[src/rtl/kmeans_regs_pkg.sv]
// Shared definitions for the k-means register file and its APB initiator:
// register map, APB state encoding and default widths.
package kmeans_regs_pkg;

    localparam int ADDR_W_DEF     = 8;
    localparam int DATA_W_DEF     = 91;
    localparam int FIFO_DEPTH_DEF = 4;
    localparam int TIMEOUT_DEF    = 16;

    typedef enum logic [7:0] {
        REG_INTERNAL_STATUS = 8'd0,
        REG_GO              = 8'd1,
        REG_CENT_1          = 8'd2,
        REG_CENT_2          = 8'd3,
        REG_CENT_3          = 8'd4,
        REG_CENT_4          = 8'd5,
        REG_CENT_5          = 8'd6,
        REG_CENT_6          = 8'd7,
        REG_CENT_7          = 8'd8,
        REG_CENT_8          = 8'd9,
        REG_RAM_ADDR        = 8'd10,
        REG_RAM_DATA        = 8'd11,
        REG_FIRST_RAM_ADDR  = 8'd12,
        REG_LAST_RAM_ADDR   = 8'd13
    } kmeans_reg_e;

    typedef enum logic [1:0] {
        IDLE   = 2'd0,
        SETUP  = 2'd1,
        ACCESS = 2'd2
    } apb_state_e;

endpackage

[src/rtl/kmeans_apb_master_if.sv]
// Command, APB and response signals of the k-means APB initiator.
interface kmeans_apb_master_if #(
    parameter int ADDR_W = 8,
    parameter int DATA_W = 91
);
    logic              cmd_valid;
    logic              cmd_ready;
    logic              cmd_write;
    logic [ADDR_W-1:0] cmd_addr;
    logic [DATA_W-1:0] cmd_wdata;
    logic [ADDR_W-1:0] paddr;
    logic              pwrite;
    logic              psel;
    logic              penable;
    logic [DATA_W-1:0] pwdata;
    logic [DATA_W-1:0] prdata;
    logic              pready;
    logic              rsp_valid;
    logic              rsp_write;
    logic [DATA_W-1:0] rsp_rdata;
    logic              rsp_err;
    logic              busy;

    modport master (
        input  cmd_valid, cmd_write, cmd_addr, cmd_wdata, prdata, pready,
        output cmd_ready, paddr, pwrite, psel, penable, pwdata,
               rsp_valid, rsp_write, rsp_rdata, rsp_err, busy
    );

    modport slave (
        output cmd_valid, cmd_write, cmd_addr, cmd_wdata, prdata, pready,
        input  cmd_ready, paddr, pwrite, psel, penable, pwdata,
               rsp_valid, rsp_write, rsp_rdata, rsp_err, busy
    );
endinterface

[src/rtl/kmeans_cmd_fifo.sv]
// Synchronous command FIFO; power-of-two depth so pointers wrap naturally.
module kmeans_cmd_fifo #(
    parameter int WIDTH = 100,
    parameter int DEPTH = 4
) (
    input  logic             clk,
    input  logic             rst_n,
    input  logic             i_push,
    input  logic [WIDTH-1:0] i_wdata,
    input  logic             i_pop,
    output logic [WIDTH-1:0] o_rdata,
    output logic             o_full,
    output logic             o_empty
);
    localparam int PTR_W = $clog2(DEPTH);
    localparam int CNT_W = $clog2(DEPTH + 1);

    logic [WIDTH-1:0] r_mem [DEPTH];
    logic [PTR_W-1:0] r_wptr;
    logic [PTR_W-1:0] r_rptr;
    logic [CNT_W-1:0] r_count;
    logic             w_push;
    logic             w_pop;

    assign o_full  = (r_count == CNT_W'(DEPTH));
    assign o_empty = (r_count == '0);
    assign w_push  = i_push && !o_full;
    assign w_pop   = i_pop && !o_empty;
    assign o_rdata = r_mem[r_rptr];

    always_ff @(posedge clk) begin
        if (w_push) r_mem[r_wptr] <= i_wdata;
    end

    always_ff @(posedge clk) begin
        if (!rst_n) begin
            r_wptr  <= '0;
            r_rptr  <= '0;
            r_count <= '0;
        end else begin
            if (w_push) r_wptr <= r_wptr + 1'b1;
            if (w_pop)  r_rptr <= r_rptr + 1'b1;
            case ({w_push, w_pop})
                2'b10:   r_count <= r_count + 1'b1;
                2'b01:   r_count <= r_count - 1'b1;
                default: r_count <= r_count;
            endcase
        end
    end
endmodule

[src/rtl/kmeans_apb_master.sv]
// APB initiator: buffers host commands and issues them as SETUP/ACCESS transfers.
// IDLE: bus idle, waiting for FIFO | SETUP: psel only | ACCESS: psel+penable, wait pready
module kmeans_apb_master
    import kmeans_regs_pkg::*;
#(
    parameter int addrWidth  = ADDR_W_DEF,
    parameter int dataWidth  = DATA_W_DEF,
    parameter int FIFO_DEPTH = FIFO_DEPTH_DEF,
    parameter int TIMEOUT    = TIMEOUT_DEF
) (
    input  logic                clk,
    input  logic                rst_n,
    kmeans_apb_master_if.master ifc
);
    localparam int ENTRY_W = 1 + addrWidth + dataWidth;
    localparam int CNT_W   = (TIMEOUT > 0) ? $clog2(TIMEOUT + 1) : 1;
    localparam logic [CNT_W-1:0] CNT_MAX = '1;
    localparam logic [CNT_W-1:0] TO_VAL  = CNT_W'(TIMEOUT);

    apb_state_e           r_state;
    logic [addrWidth-1:0] r_paddr;
    logic                 r_pwrite;
    logic                 r_psel;
    logic                 r_penable;
    logic [dataWidth-1:0] r_pwdata;
    logic                 r_rsp_valid;
    logic                 r_rsp_write;
    logic [dataWidth-1:0] r_rsp_rdata;
    logic                 r_rsp_err;
    logic [CNT_W-1:0]     r_cnt;

    logic                 w_full;
    logic                 w_empty;
    logic                 w_push;
    logic                 w_pop;
    logic [ENTRY_W-1:0]   w_head;
    logic [CNT_W-1:0]     w_cnt_nxt;
    logic                 w_timeout;

    assign ifc.cmd_ready = rst_n && !w_full;
    assign w_push        = ifc.cmd_valid && ifc.cmd_ready;
    assign w_pop         = !w_empty && ((r_state == IDLE) || (r_state == ACCESS && ifc.pready));
    assign w_cnt_nxt     = (r_cnt == CNT_MAX) ? r_cnt : r_cnt + 1'b1;
    assign w_timeout     = (TIMEOUT != 0) && (w_cnt_nxt >= TO_VAL);

    kmeans_cmd_fifo #(.WIDTH(ENTRY_W), .DEPTH(FIFO_DEPTH)) u_fifo (
        .clk     (clk),
        .rst_n   (rst_n),
        .i_push  (w_push),
        .i_wdata ({ifc.cmd_write, ifc.cmd_addr, ifc.cmd_wdata}),
        .i_pop   (w_pop),
        .o_rdata (w_head),
        .o_full  (w_full),
        .o_empty (w_empty)
    );

    always_ff @(posedge clk) begin
        if (!rst_n) begin
            r_state     <= IDLE;
            r_paddr     <= '0;
            r_pwrite    <= 1'b0;
            r_psel      <= 1'b0;
            r_penable   <= 1'b0;
            r_pwdata    <= '0;
            r_rsp_valid <= 1'b0;
            r_rsp_write <= 1'b0;
            r_rsp_rdata <= '0;
            r_rsp_err   <= 1'b0;
            r_cnt       <= '0;
        end else begin
            r_rsp_valid <= 1'b0;
            r_rsp_err   <= 1'b0;
            case (r_state)
                IDLE: begin
                    if (!w_empty) begin
                        r_pwrite  <= w_head[ENTRY_W-1];
                        r_paddr   <= w_head[dataWidth +: addrWidth];
                        r_pwdata  <= w_head[dataWidth-1:0];
                        r_psel    <= 1'b1;
                        r_penable <= 1'b0;
                        r_cnt     <= '0;
                        r_state   <= SETUP;
                    end
                end
                SETUP: begin
                    r_penable <= 1'b1;
                    r_state   <= ACCESS;
                end
                ACCESS: begin
                    r_cnt <= w_cnt_nxt;
                    if (ifc.pready) begin
                        r_rsp_valid <= 1'b1;
                        r_rsp_write <= r_pwrite;
                        r_rsp_rdata <= r_pwrite ? '0 : ifc.prdata;
                        r_penable   <= 1'b0;
                        if (!w_empty) begin
                            // chain straight into the next SETUP, psel stays high
                            r_pwrite <= w_head[ENTRY_W-1];
                            r_paddr  <= w_head[dataWidth +: addrWidth];
                            r_pwdata <= w_head[dataWidth-1:0];
                            r_cnt    <= '0;
                            r_state  <= SETUP;
                        end else begin
                            r_psel  <= 1'b0;
                            r_state <= IDLE;
                        end
                    end else if (w_timeout) begin
                        r_rsp_valid <= 1'b1;
                        r_rsp_err   <= 1'b1;
                        r_rsp_write <= r_pwrite;
                        r_rsp_rdata <= '0;
                        r_psel      <= 1'b0;
                        r_penable   <= 1'b0;
                        r_state     <= IDLE;
                    end
                end
                default: begin
                    r_psel    <= 1'b0;
                    r_penable <= 1'b0;
                    r_state   <= IDLE;
                end
            endcase
        end
    end

    assign ifc.paddr     = r_paddr;
    assign ifc.pwrite    = r_pwrite;
    assign ifc.psel      = r_psel;
    assign ifc.penable   = r_penable;
    assign ifc.pwdata    = r_pwdata;
    assign ifc.rsp_valid = r_rsp_valid;
    assign ifc.rsp_write = r_rsp_write;
    assign ifc.rsp_rdata = r_rsp_rdata;
    assign ifc.rsp_err   = r_rsp_err;
    assign ifc.busy      = !w_empty || (r_state != IDLE);
endmodule

[src/flat_wrapper.sv]
// flat-port wrapper written by rule: the top's interface ports become plain ports
module kmeans_apb_master_flat import kmeans_regs_pkg::*;
#(
    parameter int addrWidth  = ADDR_W_DEF,
    parameter int dataWidth  = DATA_W_DEF,
    parameter int FIFO_DEPTH = FIFO_DEPTH_DEF,
    parameter int TIMEOUT    = TIMEOUT_DEF
)
  (clk, rst_n, ifc_cmd_valid, ifc_cmd_write, ifc_cmd_addr, ifc_cmd_wdata, ifc_prdata, ifc_pready, ifc_cmd_ready, ifc_paddr, ifc_pwrite, ifc_psel, ifc_penable, ifc_pwdata, ifc_rsp_valid, ifc_rsp_write, ifc_rsp_rdata, ifc_rsp_err, ifc_busy);
  kmeans_apb_master_if #(.ADDR_W(8), .DATA_W(91)) ifc_i ();
  input  logic clk;
  input  logic rst_n;
  input wire logic [$bits(ifc_i.cmd_valid)-1:0] ifc_cmd_valid;
  input wire logic [$bits(ifc_i.cmd_write)-1:0] ifc_cmd_write;
  input wire logic [$bits(ifc_i.cmd_addr)-1:0] ifc_cmd_addr;
  input wire logic [$bits(ifc_i.cmd_wdata)-1:0] ifc_cmd_wdata;
  input wire logic [$bits(ifc_i.prdata)-1:0] ifc_prdata;
  input wire logic [$bits(ifc_i.pready)-1:0] ifc_pready;
  output wire logic [$bits(ifc_i.cmd_ready)-1:0] ifc_cmd_ready;
  output wire logic [$bits(ifc_i.paddr)-1:0] ifc_paddr;
  output wire logic [$bits(ifc_i.pwrite)-1:0] ifc_pwrite;
  output wire logic [$bits(ifc_i.psel)-1:0] ifc_psel;
  output wire logic [$bits(ifc_i.penable)-1:0] ifc_penable;
  output wire logic [$bits(ifc_i.pwdata)-1:0] ifc_pwdata;
  output wire logic [$bits(ifc_i.rsp_valid)-1:0] ifc_rsp_valid;
  output wire logic [$bits(ifc_i.rsp_write)-1:0] ifc_rsp_write;
  output wire logic [$bits(ifc_i.rsp_rdata)-1:0] ifc_rsp_rdata;
  output wire logic [$bits(ifc_i.rsp_err)-1:0] ifc_rsp_err;
  output wire logic [$bits(ifc_i.busy)-1:0] ifc_busy;
  assign ifc_i.cmd_valid = ifc_cmd_valid;
  assign ifc_i.cmd_write = ifc_cmd_write;
  assign ifc_i.cmd_addr = ifc_cmd_addr;
  assign ifc_i.cmd_wdata = ifc_cmd_wdata;
  assign ifc_i.prdata = ifc_prdata;
  assign ifc_i.pready = ifc_pready;
  assign ifc_cmd_ready = ifc_i.cmd_ready;
  assign ifc_paddr = ifc_i.paddr;
  assign ifc_pwrite = ifc_i.pwrite;
  assign ifc_psel = ifc_i.psel;
  assign ifc_penable = ifc_i.penable;
  assign ifc_pwdata = ifc_i.pwdata;
  assign ifc_rsp_valid = ifc_i.rsp_valid;
  assign ifc_rsp_write = ifc_i.rsp_write;
  assign ifc_rsp_rdata = ifc_i.rsp_rdata;
  assign ifc_rsp_err = ifc_i.rsp_err;
  assign ifc_busy = ifc_i.busy;
  kmeans_apb_master #(.addrWidth(addrWidth), .dataWidth(dataWidth), .FIFO_DEPTH(FIFO_DEPTH), .TIMEOUT(TIMEOUT)) u_core (.clk(clk), .rst_n(rst_n), .ifc(ifc_i));
endmodule
[config.mk]
export PLATFORM = sky130hd
export DESIGN_NAME = kmeans_apb_master_flat
export DESIGN_NICKNAME = d
export VERILOG_FILES = /design/src/rtl/kmeans_regs_pkg.sv /design/src/rtl/kmeans_apb_master_if.sv /design/src/rtl/kmeans_cmd_fifo.sv /design/src/rtl/kmeans_apb_master.sv /design/src/flat_wrapper.sv
export SDC_FILE = /design/constraint.sdc
export NUM_CORES = 1
export LEC_CHECK = 0
export ABC_AREA = 1
export ABC_CLOCK_PERIOD_IN_PS = 7500
export CAP_MARGIN = 30
export CORE_MARGIN = 5
export CORE_UTILIZATION = 50
export DETAILED_ROUTE_END_ITERATION = 12
export GPL_TIMING_DRIVEN = 0
export PLACE_DENSITY = 0.8
export SYNTH_ARGS = -nofsm -noshare
export SYNTH_HDL_FRONTEND = slang
export SYNTH_SLANG_ARGS = --single-unit
[constraint.sdc]
create_clock -name clk -period 7.5 [get_ports clk]
set_input_delay 1.5 -clock clk [delete_from_list [all_inputs] [get_ports clk]]
set_output_delay 1.5 -clock clk [all_outputs]
set_load 0.005 [all_outputs]
# After elaboration in Yosys (flattened, before gate mapping)
# Memory sizes are Yosys's and may differ from the RTL's. A register that Yosys moved wholly into a read port is not among the register bits.
# Index checks and enable logic that the tools add are counted.
# totals
reg_bits	210
ramBits	400
in_bits	195
out_inout_bits	198
elab_cells	96
mem_count	1
# mem_list
name	depth	word_bits	rd	rd_ports_with_merged_regs	wr	line	rtl
u_core.u_fifo.r_mem	4	100	1	1	1	kmeans_cmd_fifo.sv:18	logic [WIDTH-1:0] r_mem [DEPTH];
# op_classes
addsub	5
n_lt_le_gt_ge	1
n_eq_ne	10
muxes	39
n_bitwise	3
n_reduce_logical	23
# ops
op	count
$mux 91	5
$pmux 91 s2	1
$mux 5	4
$mux 8	2
$pmux 8 s2	1
$mux 1	15
$mux 2	5
$pmux 5 s2	1
$reduce_and 2->1	5
$reduce_bool 2->1	4
$logic_and 1x1->1	6
$ne 3x2->1 const B	2
$pmux 1 s3	2
$pmux 2 s3	1
$pmux 3 s2	1
$add 5x1->5 const B	1
$eq 5x5->1 const B	1
$ge 5x5->1 const B	1
$add 2x1->2 const B	2
$eq 2x1->1 const B	2
$eq 2x2->1 const B	2
$ne 2x2->1 const B	2
$reduce_and 4->1	1
$add 3x1->3 const B	1
9 further kinds	13

# Logic depth before layout (Yosys ltp)
# Gate-level depths: netlist of the first run.
# logic_depth
ltp_word	7
depth_mapped	12
mapped_depth_nobuf	10

# By module
# A second synthesis of the first run with hierarchy kept.
# hier_totals
cells_unflattened	1958
area_unflattened_um2	22859.4
# modules_own_cells
module	n_inst	cells_each	area_each_um2	seq_area_each_um2
kmeans_cmd_fifo	1	1037	15446.1	12191.7
kmeans_apb_master	1	921	7413.4	4043.9

# Least setup slack after synthesis of the first run
# No wires, ideal clock.
# synth_timing
path_type	input-to-reg
from	in rst_n
to	mem u_core.u_fifo.r_mem[0][0], enable pin
setup_time_ns	0.560
arrival_time_ns	6.161
required_ns	6.940
slack_ns	0.779
path_stages	4
n_path_buf	0
path_cell_list	clkinv_1 a21oi_2 nand2_2 nor2_1
# synth_via
elab_chain_len	5
# synth_rtl
item	line	rtl
start: declaration	flat_wrapper.sv:12	input logic rst_n;
$logic_and 1x1->1	kmeans_apb_master.sv:40	assign ifc.cmd_ready = rst_n && !w_full;
net ifc_cmd_ready	flat_wrapper.sv:19	output wire logic [$bits(ifc_i.cmd_ready)-1:0] ifc_cmd_ready;
$logic_and 1x1->1	kmeans_apb_master.sv:41	assign w_push = ifc.cmd_valid && ifc.cmd_ready;
$logic_and 1x1->1	kmeans_cmd_fifo.sv:27	assign w_push = i_push && !o_full;
$mux 1	kmeans_cmd_fifo.sv:32	if (w_push) r_mem[r_wptr] <= i_wdata;
$mux 1 (not written as such)	kmeans_cmd_fifo.sv:32	
end: declaration	kmeans_cmd_fifo.sv:18	
# The timed path passes the listed nets, and every way through them passes these cells.

# Worst setup path after layout of the first run
# layout_timing
from	in rst_n
to	out ifc_cmd_ready
# layout_via
elab_chain_len	1
# layout_rtl
item	line
$logic_and 1x1->1	kmeans_apb_master.sv:40
end: declaration	flat_wrapper.sv:19
# No other way between the ends.

==> impl_metrics.py, run 1 <==
metrics = {
    "clocking": {
        "cts_tree": "done",
        "insertion_delay_ns": 0.61,
        "cts_sinks": 611,
        "h-tree-depth": 2,
        "root_buffer": "clkbuf_16",
        "clkTransAtPathRegs_ns": 0.06,
        "postCtsSetupBuffers": 0,
        "clock_path_buffers": 3,
        "hold_buffers": 0,
        "cts_resized": 0,
        "cts_made_buffers": 58,
    },
    "logic_synthesis": {
        "async_reset_ff_share_pct": 0,
        "synth_compound_area_share_pct": 12.3,
        "synth_edf_count": 400,
        "ys_seq_elements": 611,
        "synth_nets": 2141,
        "avgSynthCellArea_um2": 11.6,
        "synth_warnings": 0,
        "muxShareOfSynthArea_pct": 0,
        "synth_top_cell_area_share_pct": 53.4,
        "synth-simple-area-share_pct": 11.4,
        "synth_flop_cell": "edfxtp_1",
        "synth_area_mm2": 0.0225,
        "ys_types": 28,
        "yosys.area.top_type": "edfxtp_1",
        "synth_top_family_by_area": "compound AO/OA/AOI/OAI gates",
        "synth_adder_area_share_pct": 0.423,
        "seq_area_frac_synth_pct": 72.2,
        "synth_area_leaders": "edfxtp_1 (53%), dfxtp_1 (19%), nor2_1 (7.1%), o21ai_0 (6.7%), o22ai_1 (2.8%)",
        "syn_inst": 1939,
        "synth_xor_area_share_pct": 0.0389,
    },
    "route": {
        "drt-pass1-iter-count": 6,
        "wirelength_mm": 66.2,
        "drt_iter0_drc": 1904,
        "viasPerCell": 5.59,
        "ant_nets": 0,
        "wl_per_cell_um": 21.7,
        "drc": 0,
        "via_count": 17100,
    },
    "timing": {
        "fin_crit_ns": 4.72,
        "setup_viol": 0,
        "setup_ws_ns": 2.78,
        "fmaxAchievable_mhz": 212,
        "drv_slew": 0,
        "rsz0062_at_grt": "false",
        "slew_headroom_pct": 40.4,
        "clock_skew_ns": 0.0204,
        "worstMarginPinSlew_ns": 0.892,
        "fin_crit_sh_pct": 62.9,
        "hold_violations": 0,
    },
    "worst_setup_path": {
        "cp-startpoint": "rst_n",
        "timing.rr.end": "u_core.u_fifo.r_mem[0][45]",
        "cp_max_fo": 9,
        "cp_slowest_cell": "clkdlybuf4s50_1",
        "reg2reg_slack_ns": 4.99,
        "reg2reg_from": "u_core.u_fifo.r_count[0]",
        "worstSetupEndpointType": "primary output",
        "cp_top_family": "buffers and inverters",
        "cp.buffers_inverters": 3,
        "path_cells": "clkdlybuf4s50_1 -> clkinv_1 -> a21oi_2 -> clkdlybuf4s50_1",
        "worst_path_most_repeated_cell": "clkdlybuf4s50_1",
        "cp_slowest_stage_delay_ns": 0.63,
        "worstPathRequired_ns": 6.00,
        "start_kind": "primary input",
        "path_class": "primary input to primary output",
        "arrival_ns": 3.22,
        "rr_worst_depth": 6,
    },
    "power_and_ir_drop": {
        "peakVddDrop_mv": 0.253,
        "netSwitchingFraction_pct": 32.5,
        "p_clk_share_pct": 28.8,
        "power.density_mw_per_mm2": 356,
        "p_sw_w": 0.00342,
        "total_power_w": 0.0105,
        "leakage_nw": 10.2,
        "p_int_w": 0.00710,
        "seqPwrFrac_pct": 40.0,
        "p_comb_share_pct": 31.2,
    },
    "floorplanning": {
        "dieArea_mm2": 0.0493,
        "start_util_pct": 50.7,
        "rows": 77,
        "die_x_um": 222,
        "core_mm2": 0.0444,
        "pin_count": 393,
        "die_h_um": 222,
    },
    "placement": {
        "dp_cells": 2936,
        "pre_cts_ws_ns": 2.76,
        "post_dp_cell_area_mm2": 0.0275,
        "io_buffers": 392,
        "dp_hpwl_mm": 44.8,
        "place_congestion": 0.933,
    },
    "flow_run": {
        "drv_cap": 0,
    },
    "global_route": {
        "grt_max_degree": 30,
        "grt_pass1_vias": 17200,
        "antenna_found_initial": 13,
        "grt_util_all_layers_pct": 25.8,
        "grt.overflow.total": 0,
        "grt_pass1_wl_mm": 99.8,
    },
    "cells_and_area": {
        "drive_above_1_share_pct": 8.85,
        "final_util_pct": 66.4,
        "fin_area_mm2": 0.0295,
        "finalNonFillerCells": 3052,
        "area_growth_pct": 31.1,
        "nNetsFinal": 2606,
        "nFillCells": 3160,
    },
    "worst_hold_path": {
        "worst_hold_path_type": "register to register",
        "hold_path_end": "u_core.u_fifo.r_rptr[1]",
        "min_from": "u_core.u_fifo.r_rptr[1]",
        "worstHoldPathCells": 1,
    },
    "status": {
        "outcome": "completed",
    },
}
## through the flow
step | TNS [ns] | hold WS [ns]
2_1_floorplan | 0 | 0.412
3_3_place_gp | -1290.30 | 0.431
3_5_place_dp | 0 | 0.434
4_1_cts | 0 | 0.447
5_1_grt | 0 | 0.478
6_report | 0 | 0.447
## state kept, by name, indices dropped and copies added, names as in the netlist, named ones only
register / cells
u_core.ifc.paddr: 8
u_core.ifc.psel: 1
u_core.ifc.pwdata: 91
u_core.ifc.pwrite: 1
u_core.ifc.rsp_err: 1
u_core.ifc.rsp_rdata: 91
u_core.ifc.rsp_valid: 1
u_core.ifc.rsp_write: 1
u_core.r_cnt: 5
u_core.r_state: 2
u_core.u_fifo.r_count: 3
u_core.u_fifo.r_mem: 400
u_core.u_fifo.r_rptr: 2
u_core.u_fifo.r_wptr: 2
## layout make-up
class / instances / area [um^2] / area share, %
Multi-Input combinational cell: 1163 / 5460 / 18.5
Clock buffer: 77 / 1690 / 5.72
Antenna cell: 8 / 20.0 / 0.0679
Inverter: 28 / 105 / 0.356
Buffer: 137 / 731 / 2.48
Tap cell: 592 / 741 / 2.51
Sequential cell: 611 / 16200 / 55.0
Timing Repair Buffer: 405 / 4190 / 14.2
Clock inverter: 31 / 333 / 1.13
## cells in the mapped netlist (13+ instances only)
master,n
buf_2,50
nand3_1,92
o22ai_1,100
o21ai_0,301
inv_1,20
buf_6,18
o21ai_2,14
dfxtp_1,211
nand2_1,108
clkbuf_1,54
edfxtp_1,400
a21oi_1,13
o21ai_1,85
nor2_1,427
## power by group through the flow
stage	Combinational [W]	Clock (W)	Sequential (W)
floorplan	0.00166	0	0.00427
global placement	0.00314	0	0.00428
detailed placement	0.00325	0	0.00427
CTS	0.00329	0.00306	0.00420
global route	0.00360	0.00321	0.00425
finish	0.00328	0.00303	0.00420
## placed cells by master (no fill, tap or decap), types with 18 or more instances in the layout
cell	instances
nand2_1	108
nand3_1	92
buf_6	18
edfxtp_1	400
clkbuf_1	60
buf_2	50
clkdlybuf4s50_1	392
nor2_1	423
o21ai_1	85
inv_1	20
dfxtp_1	211
clkbuf_16	61
o22ai_1	100
o21ai_0	301
## worst max path at each step
| stage | end | slack [ns] | cells past startpoint |
|---|---|---|---|
| 2_1_floorplan | u_core.u_fifo.r_mem[0][0] | 0.78 | 4 |
| 6_report | ifc_cmd_ready | 2.78 | 4 |
| 3_3_place_gp | u_core.u_fifo.r_mem[3][27] | -3.36 | 5 |
| 5_1_grt | ifc_cmd_ready | 2.69 | 4 |
| 3_5_place_dp | ifc_cmd_ready | 2.76 | 4 |
| 4_1_cts | ifc_cmd_ready | 2.76 | 4 |
## cell families after synthesis
logic type | after synthesis
AO/OA/AOI/OAI | 516
XOR/XNOR | 1
adder cells (fa/ha/maj) | 7
buffers and inverters | 165
flip-flops | 611
AND/OR/NAND/NOR | 639
## layer usage
| metal | track usage [%] | part of all wire, % | vias to the layer above |
|---|---|---|---|
| li1 | - | - | 7833 |
| met1 | 30.9 | 37 | 8256 |
| met2 | 45.3 | 51 | 832 |
| met3 | 6.79 | 9.2 | 121 |
| met4 | 8.51 | 3.0 | 12 |
| met5 | 0 | 0.13 | - |
## worst reg2reg max path, cell delays in order (launching register included)
cell and delay, ns:
dfxtp_1 0.41, nor2_2 0.08, a21oi_2 0.16, nand2_2 0.22, nor2_4 0.75, buf_12 0.31, buf_12 0.26
Note: power is estimated with default switching activity, not from simulation.
==> inputs of run 2 (changes only) <==
Settings changed: ABC_CLOCK_PERIOD_IN_PS 7500 to 4300, CORE_UTILIZATION 50 to 47, PLACE_DENSITY 0.8 to 0.79.
Clock period 7.5 ns to 4.3 ns, I/O delays scaled along.
==> run 2 against run 1 <==
  * Worst setup slack worse by 2.0 ns
  * Sequential share of layout area fell by 0.16 points
  * Sequential power grew 75%
  * Hold slack got worse by 0.014 ns
  * Cell area up 0.28%
  * Via count is 0.56% higher
==> impl_metrics.py, run 2 (synthesis gave the netlist of run 1 again) <==
metrics = {
    "worst_setup_path": {
        "worstPathRequired_ns": 3.44,
        "rr_worst_depth": 6,
        "cp_slowest_stage_delay_ns": 0.59,
        "cp_max_fo": 9,
        "worstSetupEndpointType": "primary output",
        "path_class": "primary input to primary output",
        "worst_path_most_repeated_cell": "clkdlybuf4s50_1",
        "arrival_ns": 2.67,
        "path_depth": 4,
        "path_cells": "clkdlybuf4s50_1 -> clkinv_1 -> a21oi_2 -> clkdlybuf4s50_1",
        "cp_top_family": "buffers and inverters",
        "cp_slowest_cell": "clkdlybuf4s50_1",
        "cp.buffers_inverters": 3,
        "start_kind": "primary input",
    },
    "timing": {
        "rsz0062_at_grt": "false",
        "slew_headroom_pct": 37.9,
        "drv_slew": 0,
        "setup_viol": 0,
        "hold_violations": 0,
        "fin_crit_sh_pct": 82.1,
        "clock_skew_ns": 0.0186,
        "fin_crit_ns": 3.53,
        "fmaxAchievable_mhz": 283,
        "worstMarginPinSlew_ns": 0.930,
    },
    "route": {
        "drt-pass1-iter-count": 5,
        "via_count": 17200,
        "wl_per_cell_um": 21.6,
        "ant_nets": 0,
        "drt_iter0_drc": 1539,
        "drc": 0,
        "viasPerCell": 5.57,
        "wirelength_mm": 66.5,
    },
    "power_and_ir_drop": {
        "power.density_mw_per_mm2": 622,
        "peakVddDrop_mv": 0.435,
        "leakage_nw": 10.3,
        "total_power_w": 0.0184,
    },
    "floorplanning": {
        "dieArea_mm2": 0.0523,
        "pin_count": 393,
        "rows": 80,
        "die_h_um": 229,
        "die_x_um": 229,
        "core_mm2": 0.0475,
        "start_util_pct": 47.3,
    },
    "global_route": {
        "grt.overflow.total": 0,
        "grt_max_degree": 28,
        "grt_pass1_wl_mm": 101,
        "antenna_found_initial": 11,
        "grt_pass1_vias": 17200,
        "grt_util_all_layers_pct": 24.4,
    },
    "cells_and_area": {
        "area_growth_pct": 31.5,
        "regMostFlops": "u_core.u_fifo.r_mem",
        "drive_above_1_share_pct": 9.19,
        "final_cell_mix": "nor2_1 (423), edfxtp_1 (400), clkdlybuf4s50_1 (392)",
        "fin_area_mm2": 0.0296,
        "nNetsFinal": 2610,
        "largest_reg_flops": 400,
        "final_common_cell": "nor2_1",
    },
    "placement": {
        "post_dp_cell_area_mm2": 0.0275,
        "place_congestion": 0.909,
        "io_buffers": 392,
        "dp_hpwl_mm": 45.9,
    },
    "worst_hold_path": {
        "worst_hold_path_type": "register to register",
        "worstHoldPathCells": 1,
    },
    "clocking": {
        "postCtsSetupBuffers": 0,
        "clkTransAtPathRegs_ns": 0.06,
        "hold_buffers": 0,
        "root_buffer": "clkbuf_16",
        "cts_resized": 0,
        "cts_sinks": 611,
        "h-tree-depth": 2,
        "cts_tree": "done",
        "clock_path_buffers": 3,
        "insertion_delay_ns": 0.63,
        "cts_made_buffers": 60,
    },
    "flow_run": {
        "drv_cap": 0,
    },
    "status": {
        "outcome": "completed",
    },
}
-- run 2: cell count changes in the layout (fill, tap and decap cells not counted), sizes merged --
cell / before / now
inv: 26 / 31
clkbuf: 131 / 134
buf: 96 / 98
bufinv: 6 / 4
clkinv: 26 / 24
diode: 8 / 6
clkinvlp: 1 / 2
-- run 2: final cells by class --
cell class,count,area (um^2)
fillers,3611,18000
flip-flops and latches,611,16200
multi-input cells,1163,5460
repair buffers,407,4240
clock buffers,80,1710
well taps,615,769
plain buffers,137,731
clock inverters,33,318
inverters,28,105
diodes,6,15.0
-- run 2: per-stage QoR --
step	setup TNS, ns	hold WS (ns)	setup slack (ns)	util (%)	std cells
2_1_floorplan	-46.60	0.412	-0.116	-	1939
3_3_place_gp	-1272.44	0.425	-3.28	57.2	2946
3_5_place_dp	0	0.427	0.246	57.9	2961
4_1_cts	0	0.436	0.742	62.2	3074
5_1_grt	0	0.476	0.684	62.2	3078
6_report	0	0.433	0.769	62.2	3080
-- run 2: where the power goes --
group	total, W	internal [W]	switching (W)
combinational	0.00573	0.00229	0.00344
sequential	0.00737	0.00698	0.000385
clock	0.00530	0.00306	0.00224
-- run 2: worst paths after layout --
check | startpoint | end | slack [ns]
worst max-delay path | rst_n | ifc_cmd_ready | 0.77
worst min register to register | u_core.u_fifo.r_rptr[1] | register | 0.43
worst max register to register | u_core.u_fifo.r_count[0] | u_core.u_fifo.r_mem[2][44] | 1.65
worst min-delay path | u_core.u_fifo.r_rptr[1] | register | 0.43
-- run 2: routing by layer --
metal / wire length [um] / share of wire [%] / track usage [%] / vias up
met5: 71 / 0.11 / 0 / -
met1: 24800 / 37 / 29.7 / 8258
li1: - / - / - / 7840
met4: 2450 / 3.7 / 9.25 / 10
met3: 6330 / 9.5 / 6.89 / 150
met2: 32800 / 49 / 41.7 / 892
==> inputs of run 3 (changes only) <==
Settings changed: ABC_CLOCK_PERIOD_IN_PS 4300 to 2840.
Clock period 4.3 ns to 2.84 ns, I/O delays scaled along.
==> run 3 against run 2 <==
  * Via count fell by 0.55%
  * Largest cell class unchanged
  * Clock skew up 0.0036 ns
  * Worst setup slack got worse by 0.63 ns
==> impl_metrics.py, run 3 (synthesis gave the netlist of run 1 again) <==
metrics = {
    "floorplanning": {
        "start_util_pct": 47.3,
        "pin_count": 393,
        "rows": 80,
        "core_mm2": 0.0475,
        "die_h_um": 229,
        "die_x_um": 229,
        "dieArea_mm2": 0.0523,
    },
    "timing": {
        "drv_slew": 0,
        "worstMarginPinSlew_ns": 0.843,
        "hold_violations": 0,
        "fin_crit_sh_pct": 95.2,
        "rsz0062_at_grt": "false",
        "fmaxAchievable_mhz": 370,
        "fin_crit_ns": 2.70,
        "setup_viol": 0,
        "clock_skew_ns": 0.0221,
        "slew_headroom_pct": 43.6,
    },
    "power_and_ir_drop": {
        "power.density_mw_per_mm2": 938,
        "seqPwrFrac_pct": 40.0,
        "p_int_w": 0.0186,
        "p_comb_share_pct": 31.1,
        "p_clk_share_pct": 28.9,
        "leakage_nw": 10.2,
        "netSwitchingFraction_pct": 32.9,
        "peakVddDrop_mv": 0.662,
        "p_sw_w": 0.00914,
    },
    "placement": {
        "io_buffers": 392,
        "post_dp_cell_area_mm2": 0.0275,
        "place_congestion": 0.876,
        "dp_hpwl_mm": 45.0,
        "dp_cells": 2961,
    },
    "global_route": {
        "grt_max_degree": 29,
        "busiest_layer": "met2",
        "grtUsageMet3_pct": 5.53,
        "grt_pass1_vias": 17500,
        "grt.overflow.total": 0,
        "grt_pass1_wl_mm": 102,
        "antenna_found_initial": 12,
        "gr-usage-met2_pct": 41.9,
        "met1_usage_pct": 30.0,
        "grt_util_all_layers_pct": 24.5,
    },
    "route": {
        "viasPerCell": 5.53,
        "drt-pass1-iter-count": 5,
        "drc": 0,
        "drt_iter0_drc": 1870,
        "wl_per_cell_um": 21.6,
        "wirelength_mm": 66.4,
        "ant_nets": 0,
        "via_count": 17100,
    },
    "worst_setup_path": {
        "worstPathRequired_ns": 2.27,
        "worst_path_most_repeated_cell": "clkdlybuf4s50_1",
        "worstSetupEndpointType": "primary output",
        "reg2reg_slack_ns": 0.35,
        "start_kind": "primary input",
        "cp_slowest_stage_delay_ns": 0.71,
        "path_cells": "clkdlybuf4s50_1 -> clkinv_8 -> a21oi_4 -> clkdlybuf4s50_1",
        "rr_worst_depth": 12,
        "reg2reg_from": "u_core.u_fifo.r_count[1]",
        "path_class": "primary input to primary output",
        "cp_max_fo": 9,
        "arrival_ns": 2.14,
        "cp_slowest_cell": "clkdlybuf4s50_1",
        "timing.rr.end": "u_core.u_fifo.r_count[2]",
    },
    "clocking": {
        "cts_made_buffers": 60,
        "cts_sinks": 611,
        "clock_path_buffers": 3,
        "insertion_delay_ns": 0.64,
        "h-tree-depth": 2,
        "cts_resized": 0,
        "hold_buffers": 0,
        "clkTransAtPathRegs_ns": 0.06,
        "root_buffer": "clkbuf_16",
        "cts_tree": "done",
        "postCtsSetupBuffers": 0,
    },
    "cells_and_area": {
        "nNetsFinal": 2610,
        "regMostFlops": "u_core.u_fifo.r_mem",
        "final_common_cell": "nor2_1",
        "finalNonFillerCells": 3082,
        "largest_reg_flops": 400,
        "area_growth_pct": 31.5,
        "final_cell_mix": "nor2_1 (423), edfxtp_1 (400), clkdlybuf4s50_1 (392)",
        "fin_area_mm2": 0.0296,
        "drive_above_1_share_pct": 8.86,
    },
    "flow_run": {
        "drv_cap": 0,
    },
    "worst_hold_path": {
        "min_from": "u_core.u_fifo.r_rptr[1]",
        "hold_path_end": "u_core.u_fifo.r_rptr[1]",
        "worst_hold_path_type": "register to register",
        "worstHoldPathCells": 1,
    },
    "status": {
        "outcome": "completed",
    },
}
==> run 3: cell types whose count changed in the layout (fill, tap and decap cells not counted), moves of 2 or more <==
cell	delta
clkinv_2	-10
clkinv_1	+5
inv_4	+3
clkbuf_8	-4
buf_16	-2
buf_12	+2
clkbuf_1	+4
==> run 3: layout make-up <==
| type | instances | area [um^2] |
|---|---|---|
| inverter | 28 | 118 |
| sequential | 611 | 16200 |
| buffer | 137 | 731 |
| clock inverter | 35 | 337 |
| clock buffer | 79 | 1690 |
| fill | 3591 | 18000 |
| antenna | 7 | 17.5 |
| tap | 615 | 769 |
| timing repair buffer | 407 | 4220 |
| multi-input combinational | 1163 | 5470 |
==> run 3: worst max path at each step <==
| stage | slack, ns | to | startpoint | cells after the start |
|---|---|---|---|---|
| floorplan | 0.02 | u_core.u_fifo.r_mem[0][0] | rst_n | 4 |
| global placement | -1.99 | u_core.u_fifo.r_mem[3][57] | rst_n | 5 |
| detailed placement | -0.51 | u_core.u_fifo.r_mem[0][43] | rst_n | 7 |
| CTS | 0.12 | ifc_cmd_ready | rst_n | 4 |
| global route | 0.04 | u_core.u_fifo.r_mem[0][45] | rst_n | 7 |
| finish | 0.14 | ifc_cmd_ready | rst_n | 4 |
==> run 3: per-stage QoR <==
stage	setup TNS, ns	utilization, %	total power, W	hold slack (ns)	setup WS [ns]
2_1_floorplan	0	-	0.0157	0.412	0.0158
3_3_place_gp	-778.90	57.3	0.0195	0.424	-1.99
5_1_grt	0	62.2	0.0292	0.464	0.0435
4_1_cts	0	62.2	0.0279	0.438	0.118
6_report	0	62.2	0.0278	0.441	0.137
3_5_place_dp	-32.98	57.9	0.0198	0.432	-0.506
==> run 3: power groups by stage <==
| stage | sequential [W] | combinational (W) | clock [W] |
|---|---|---|---|
| after floorplan | 0.0113 | 0.00441 | 0 |
| after global placement | 0.0112 | 0.00829 | 0 |
| after detailed placement | 0.0113 | 0.00855 | 0 |
| after CTS | 0.0111 | 0.00864 | 0.00811 |
| after global routing | 0.0112 | 0.00944 | 0.00851 |
| final | 0.0111 | 0.00863 | 0.00802 |
==> run 3: worst max-delay path: cells and delay by family <==
kind	cells	cell delay, ns
AOI/OAI and AO/OA	1	0.16
buffers and inverters	3	1.39
==> run 3: per-layer routing <==
| layer | up-vias | share of wire, % |
|---|---|---|
| met5 | - | 0.065 |
| met4 | 8 | 4.6 |
| met3 | 141 | 8.4 |
| met2 | 836 | 49 |
| met1 | 8225 | 38 |
| li1 | 7845 | - |
